<file path="src/rtl/mult_pipe_ctrl_if.sv">
// Handshake bundle between operand source, pipelined multiplier and result consumer.
// The master side is the environment (source + consumer); the slave side is the multiplier.
interface mult_pipe_ctrl_if #(
    parameter int unsigned WIDTH   = 16,
    parameter int unsigned COUNT_W = 16
);
    logic               in_valid;
    logic               in_ready;
    logic [WIDTH-1:0]   in_x;
    logic [WIDTH-1:0]   in_y;
    logic               in_approx;
    logic               out_valid;
    logic               out_ready;
    logic [2*WIDTH-1:0] out_p;
    logic               out_approx;
    logic [COUNT_W-1:0] op_count;

    modport master (
        output in_valid, in_x, in_y, in_approx, out_ready,
        input  in_ready, out_valid, out_p, out_approx, op_count
    );

    modport slave (
        input  in_valid, in_x, in_y, in_approx, out_ready,
        output in_ready, out_valid, out_p, out_approx, op_count
    );
endinterface

</file>
<file path="src/rtl/mult_pipe_ctrl.sv">
// Pipelined unsigned multiplier with valid/ready flow control, per-transaction exact or
// midpoint-compensated approximate mode, and a wrapping completed-operation counter.
module mult_pipe_ctrl #(
    parameter int unsigned WIDTH       = 16,
    parameter int unsigned PIPE_STAGES = 2,
    parameter int unsigned DROP_BITS   = 4,
    parameter int unsigned COUNT_W     = 16
) (
    input logic             clk,
    input logic             rst_n,
    mult_pipe_ctrl_if.slave bus
);
    localparam int unsigned PW = 2 * WIDTH;

    // Approximate operand = kept high bits, a one at the top dropped position, zeros below.
    localparam logic [WIDTH-1:0] KeepMask = {WIDTH{1'b1}} << DROP_BITS;
    localparam logic [WIDTH-1:0] OneBit   = WIDTH'(1);
    localparam logic [WIDTH-1:0] MidBit   = (OneBit << DROP_BITS) >> 1;

    logic                            en;
    logic                            out_fire;
    logic [WIDTH-1:0]                x_shaped;
    logic [WIDTH-1:0]                y_shaped;
    logic [PW-1:0]                   prod_in;

    logic [PIPE_STAGES-1:0]          vld_q;
    logic [PIPE_STAGES-1:0]          tag_q;
    logic [PIPE_STAGES-1:0][PW-1:0]  pr_q;

    logic [PIPE_STAGES-1:0]          vld_prev;
    logic [PIPE_STAGES-1:0]          tag_prev;
    logic [PIPE_STAGES-1:0][PW-1:0]  pr_prev;
    logic [PIPE_STAGES-1:0]          tag_d;
    logic [PIPE_STAGES-1:0][PW-1:0]  pr_d;

    logic [COUNT_W-1:0]              cnt_q;

    function automatic logic [WIDTH-1:0] shape_op(input logic [WIDTH-1:0] op,
                                                  input logic             approx);
        return approx ? ((op & KeepMask) | MidBit) : op;
    endfunction

    // Whole pipe advances together; a full output slot with no taker freezes everything.
    assign en       = !vld_q[PIPE_STAGES-1] || bus.out_ready;
    assign out_fire = vld_q[PIPE_STAGES-1] && bus.out_ready;

    assign x_shaped = shape_op(bus.in_x, bus.in_approx);
    assign y_shaped = shape_op(bus.in_y, bus.in_approx);
    assign prod_in  = PW'(x_shaped) * PW'(y_shaped);

    // Predecessor view of each stage: stage 0 is fed by the input port.
    assign vld_prev = PIPE_STAGES'({vld_q, bus.in_valid});
    assign tag_prev = PIPE_STAGES'({tag_q, bus.in_approx});
    assign pr_prev  = (PIPE_STAGES * PW)'({pr_q, prod_in});

    // Bubbles move on but leave the payload untouched, so outputs hold their last value.
    for (genvar s = 0; s < PIPE_STAGES; s++) begin : g_stage
        assign pr_d[s]  = vld_prev[s] ? pr_prev[s]  : pr_q[s];
        assign tag_d[s] = vld_prev[s] ? tag_prev[s] : tag_q[s];
    end

    always_ff @(posedge clk or negedge rst_n) begin
        if (!rst_n) begin
            vld_q <= '0;
            tag_q <= '0;
            pr_q  <= '0;
        end else if (en) begin
            vld_q <= vld_prev;
            tag_q <= tag_d;
            pr_q  <= pr_d;
        end
    end

    always_ff @(posedge clk or negedge rst_n) begin
        if (!rst_n) begin
            cnt_q <= '0;
        end else if (out_fire) begin
            cnt_q <= cnt_q + COUNT_W'(1);
        end
    end

    assign bus.in_ready   = en;
    assign bus.out_valid  = vld_q[PIPE_STAGES-1];
    assign bus.out_p      = pr_q[PIPE_STAGES-1];
    assign bus.out_approx = tag_q[PIPE_STAGES-1];
    assign bus.op_count   = cnt_q;
endmodule
</file>
<file path="src/flat_wrapper.sv">
// flat-port wrapper written by rule: the top's interface ports become plain ports
module mult_pipe_ctrl_flat 
#(
    parameter int unsigned WIDTH       = 16,
    parameter int unsigned PIPE_STAGES = 2,
    parameter int unsigned DROP_BITS   = 4,
    parameter int unsigned COUNT_W     = 16
)
  (clk, rst_n, bus_in_valid, bus_in_x, bus_in_y, bus_in_approx, bus_out_ready, bus_in_ready, bus_out_valid, bus_out_p, bus_out_approx, bus_op_count);
  mult_pipe_ctrl_if #(.WIDTH(WIDTH), .COUNT_W(COUNT_W)) bus_i ();
  input logic clk;
  input logic rst_n;
  input wire logic [$bits(bus_i.in_valid)-1:0] bus_in_valid;
  input wire logic [$bits(bus_i.in_x)-1:0] bus_in_x;
  input wire logic [$bits(bus_i.in_y)-1:0] bus_in_y;
  input wire logic [$bits(bus_i.in_approx)-1:0] bus_in_approx;
  input wire logic [$bits(bus_i.out_ready)-1:0] bus_out_ready;
  output wire logic [$bits(bus_i.in_ready)-1:0] bus_in_ready;
  output wire logic [$bits(bus_i.out_valid)-1:0] bus_out_valid;
  output wire logic [$bits(bus_i.out_p)-1:0] bus_out_p;
  output wire logic [$bits(bus_i.out_approx)-1:0] bus_out_approx;
  output wire logic [$bits(bus_i.op_count)-1:0] bus_op_count;
  assign bus_i.in_valid = bus_in_valid;
  assign bus_i.in_x = bus_in_x;
  assign bus_i.in_y = bus_in_y;
  assign bus_i.in_approx = bus_in_approx;
  assign bus_i.out_ready = bus_out_ready;
  assign bus_in_ready = bus_i.in_ready;
  assign bus_out_valid = bus_i.out_valid;
  assign bus_out_p = bus_i.out_p;
  assign bus_out_approx = bus_i.out_approx;
  assign bus_op_count = bus_i.op_count;
  mult_pipe_ctrl #(.WIDTH(WIDTH), .PIPE_STAGES(PIPE_STAGES), .DROP_BITS(DROP_BITS), .COUNT_W(COUNT_W)) u_core (.clk(clk), .rst_n(rst_n), .bus(bus_i));
endmodule
</file>
<file path="config.mk">
export PLATFORM = sky130hd
export DESIGN_NAME = mult_pipe_ctrl_flat
export DESIGN_NICKNAME = d
export VERILOG_FILES = /design/src/rtl/mult_pipe_ctrl_if.sv /design/src/rtl/mult_pipe_ctrl.sv /design/src/flat_wrapper.sv
export SDC_FILE = /design/constraint.sdc
export NUM_CORES = 1
export LEC_CHECK = 0
export ABC_AREA = 1
export BUFFER_PORTS_ARGS = -buffer_cell sky130_fd_sc_hd__buf_4
export CAP_MARGIN = 25
export CORE_MARGIN = 1
export CORE_UTILIZATION = 45
export DETAILED_ROUTE_END_ITERATION = 10
export REMOVE_ABC_BUFFERS = 1
export SYNTH_ARGS = -nofsm -noshare
export SYNTH_HDL_FRONTEND = slang
export SYNTH_SLANG_ARGS = --single-unit
</file>
<file path="constraint.sdc">
create_clock -name clk -period 4 [get_ports clk]
set_input_delay 0.8 -clock clk [delete_from_list [all_inputs] [get_ports clk]]
set_output_delay 0.8 -clock clk [all_outputs]
set_load 0.005 [all_outputs]
</file>
# Word-level counts from Yosys, hierarchy flattened
# Cells that the tools add are included.
dict set report op_classes {
  addsub 1
  n_mul 1
  n_mux 2
  n_reduce_logical 5
}
# op count
set ops {}
lappend ops {{16-bit by 16-bit multiplier with 32-bit output} 1}
lappend ops {{16-bit by 1-bit adder with 16-bit output (second input constant)} 1}
lappend ops {{4-bit two-way mux} 2}
lappend ops {{2-bit AND reduction} 2}
lappend ops {{1-bit logical AND} 1}
lappend ops {{1-bit zero test} 1}
lappend ops {{1-bit logical OR} 1}
dict set report totals {
  ff_bits 84
  inputBits 37
  out_inout_bits 51
  wordCells 15
}

# Longest topological paths before layout
dict set report logic_depth {
  ltp_word 3
  depth_mapped 29
  ltp_nobuf 27
}

# Worst setup path after synthesis
# OpenSTA, ideal clock, no wires.
dict set report synth_path {
  kind {input-to-reg}
  startpoint {input port bus_in_approx}
  endpoint {register u_core.pr_q, in the netlist u_core.pr_prev[61]}
  setup_time_ns 0.117
  arrival_time_ns 5.700
  required_time_ns 3.883
  setup_slack_ns -1.817
  stages 23
  path_cell_list {clkbuf_1 nor2_1 clkbuf_1 nand2_1 fa_1 fa_1 fa_1 fa_1 inv_1 fa_1 inv_1 fa_1 inv_1 ha_1 nand2_1 nor2_1 nand3_1 nand3b_1 nand2_1 nand2_1 nand2_1 nand3_1 nand2_1}
}
dict set report synth_via {
  elab_chain_cells 2
}
# element line
set synth_rtl {}
lappend synth_rtl {{from (decl)} flat_wrapper.sv:16} ;# input wire logic [$bits(bus_i.in_approx)-1:0] bus_in_approx;
lappend synth_rtl {{4-bit two-way mux} mult_pipe_ctrl.sv:40} ;# return approx ? ((op & KeepMask) | MidBit) : op;
lappend synth_rtl {{16-bit by 16-bit multiplier with 32-bit output (*)} mult_pipe_ctrl.sv:49} ;# assign prod_in = PW'(x_shaped) * PW'(y_shaped);
lappend synth_rtl {{to (signal assigned)} mult_pipe_ctrl.sv:70} ;# pr_q <= pr_d;
lappend synth_rtl {{to (decl)} mult_pipe_ctrl.sv:28} ;# logic [PIPE_STAGES-1:0][PW-1:0] pr_q;
# Mark *: on every way between the ends. The rest lies on a longest branch, timed or not.
# A chain may end at the register's enable or synchronous reset.

# Worst setup path in the final report
dict set report layout_path {
  startpoint {input port bus_in_approx}
  endpoint {register u_core.pr_q, in the netlist u_core.pr_prev[62]}
}
# Same word-level chain as after synthesis.

==> results.json <==
{
  "hold_viol": 0,
  "drv_cap": 0,
  "drt_wl_total_um": 30800,
  "status": "finished with violations",
  "crit_path_end_kind": "register",
  "netlist_area_um2": 12500,
  "use_met2_pct": 40.6,
  "clk_pin_slew_ps": 60,
  "drtIter0Drc": 518,
  "instances_no_fill": 2211,
  "first_global_vias": 10955,
  "cts_buffer_depth": 2,
  "synth_cell_types": 31,
  "synthTopCellsByCount": "474 x nand2_1, 431 x inv_1, 194 x fa_1, 105 x ha_1, 103 x nor2_1",
  "worstSetupStartpointType": "primary input",
  "min-delay-path-class": "primary input to asynchronous set/reset pin",
  "pin_count": 88,
  "nNetsFinal": 2170,
  "nFillCells": 2492,
  "path_class": "primary input to register",
  "cts_tree": "done",
  "async_flop_share_pct": 100,
  "root_buffer": "clkbuf_16",
  "yosysTopAreaCellShare_pct": 31.0,
  "dieWidth_um": 169,
  "setup_tns_ps": -32690,
  "yosys_most_used_dff": "dfrtp_1",
  "yosys_register_bits": 84,
  "dp_slack_ps": -2180,
  "synth_area_leaders": "fa_1 31%, dfrtp_1 17%, nand2_1 14%",
  "min_period_ps": 5420,
  "synth_area_leader_cell": "fa_1",
  "drc": 0,
  "numCtsBuffers": 9,
  "cts.sinks": 84,
  "port_buffers": 87,
  "grt-ovfl-total": 0,
  "htreeDepth": 3,
  "dp_cells": 2168,
  "vias_per_cell": 4.70,
  "fin_crit_sh_pct": 136,
  "timing.critical_path.buf_inv": 7,
  "drt-pass1-iter-count": 5,
  "rows": 60,
  "n_antenna_cell": 0,
  "worst_pin_slew_ps": 892,
  "critPathSlowestCell": "fa_2",
  "layout-drive-gt1-share_pct": 25.2,
  "die_height_um": 169,
  "grt_util_met1_pct": 30.7,
  "critPathMaxStageDelay_ps": 530,
  "start_util_pct": 46.2,
  "grtUsageTotal_pct": 23.0,
  "ant_nets": 0,
  "max_slew_margin_pct": 40.3,
  "dieArea_um2": 28500,
  "grt_busiest_layer": "met2",
  "cp_max_fo": 7,
  "gp_congestion": 0.893,
  "finalClockSkew_ps": 5.29,
  "synth_edf_count": 0,
  "syn_avg_cell_area_um2": 7.73,
  "worstPathArrival_ps": 5690,
  "rsz0062_at_grt": "true",
  "yosysMostFrequentCell": "nand2_1",
  "hpwl_um": 25400,
  "violations": "negative setup slack",
  "area_growth_pct": 26.6,
  "num_vias": 10399,
  "grt_max_degree": 76,
  "met3_usage_pct": 3.02,
  "cpLargestDelayFamily": "adder cells",
  "antenna_found_initial": 0,
  "cp_data_required_time_ps": 4270,
  "grt_pass1_wl_um": 52300,
  "drv_slew": 0,
  "fmax_ghz": 0.184,
  "synth_warnings": 0,
  "core_um2": 27100,
  "setup_viol": 26,
  "wl_per_cell_um": 13.9,
  "seq_area_frac_synth_pct": 16.8,
  "synth_cells": 1618,
  "setup_ws_ps": -1420,
  "insertion_delay_ps": 340
}
==> cells in the final DEF (no fill, tap or decap), types with 24 or more instances in the layout <==
cell type,n
nor2_1,75
fa_1,182
inv_1,409
dfrtp_1,84
buf_4,230
buf_6,24
nand2_2,54
nand2_1,409
ha_1,88
inv_2,24
nand3_1,25
==> logic make-up (layout without fill, tap and decap cells) <==
kind of cell	count (synthesis)	count (layout)	synth area share, %
compound gates	58	58	2.41
xor+xnor	27	27	1.95
fa+ha+maj	299	299	41.5
buf+inv	492	713	14.9
flops	84	84	16.8
mux	21	21	1.89
simple gates	637	637	20.5
==> worst paths after layout <==
kind	cells after the start	from	slack, ps	end
setup / recovery	26	bus_in_approx	-1420	u_core.pr_prev[62]$_DFFE_PN0P_
hold / removal	1	rst_n	260	u_core.bus.out_p[21]$_DFFE_PN0P_
setup reg to reg	5	u_core.vld_q[1]$_DFFE_PN0N_	2170	u_core.bus.out_p[21]$_DFFE_PN0P_
hold reg to reg	2	u_core.pr_prev[52]$_DFFE_PN0P_	470	u_core.pr_prev[52]$_DFFE_PN0P_
max in group asynchronous	3	rst_n	3040	u_core.pr_prev[59]$_DFFE_PN0P_
min in group clk	2	u_core.pr_prev[52]$_DFFE_PN0P_	470	u_core.pr_prev[52]$_DFFE_PN0P_
==> state kept, by name (all words and copies together), names as in the netlist <==
name                 count
u_core.bus.out_p        32
u_core.bus.op_count     16
u_core.tag_q             2
u_core.vld_q             2
u_core.pr_prev          32
==> layer usage <==
layer,vias to the layer above,routed length [um]
met4,0,405
met2,186,15700
li1,5081,-
met1,5103,13600
met5,-,0
met3,29,1170
==> stage by stage <==
stage / area (um^2) / hold slack, ps / utilization [%]
finish: 15800 / 258 / 58.4
global route: 15800 / 240 / 58.4
CTS: 15500 / 480 / 57.4
detailed placement: 14500 / 472 / 53.6
global placement: 14500 / 467 / 53.6
floorplan: 12300 / 442 / -
==> what timing repair did <==
action | 4_1_cts | 5_1_grt
hold buffers | 0 | 0
gates cloned | 2 | 0
pin swaps | 81 | 74
endpoints found under the setup margin | 27 | 27
gates resized for setup | 165 | 67
hold endpoints to repair | 0 | 0
setup buffers | 17 | 8
==> area by class of cell <==
| class | instances | area [um^2] | area share [%] |
|---|---|---|---|
| clock inverters | 4 | 25.0 | 0.158 |
| flip-flops and latches | 84 | 2100 | 13.3 |
| well taps | 372 | 465 | 2.94 |
| clock buffers | 12 | 246 | 1.56 |
| repair buffers | 258 | 2080 | 13.2 |
| multi-input cells | 1042 | 9250 | 58.4 |
| inverters | 439 | 1660 | 10.5 |
Power is left out: the tool's default activity adds up to more than one toggle a clock period on the data nets, which glitch-free logic cannot reach.
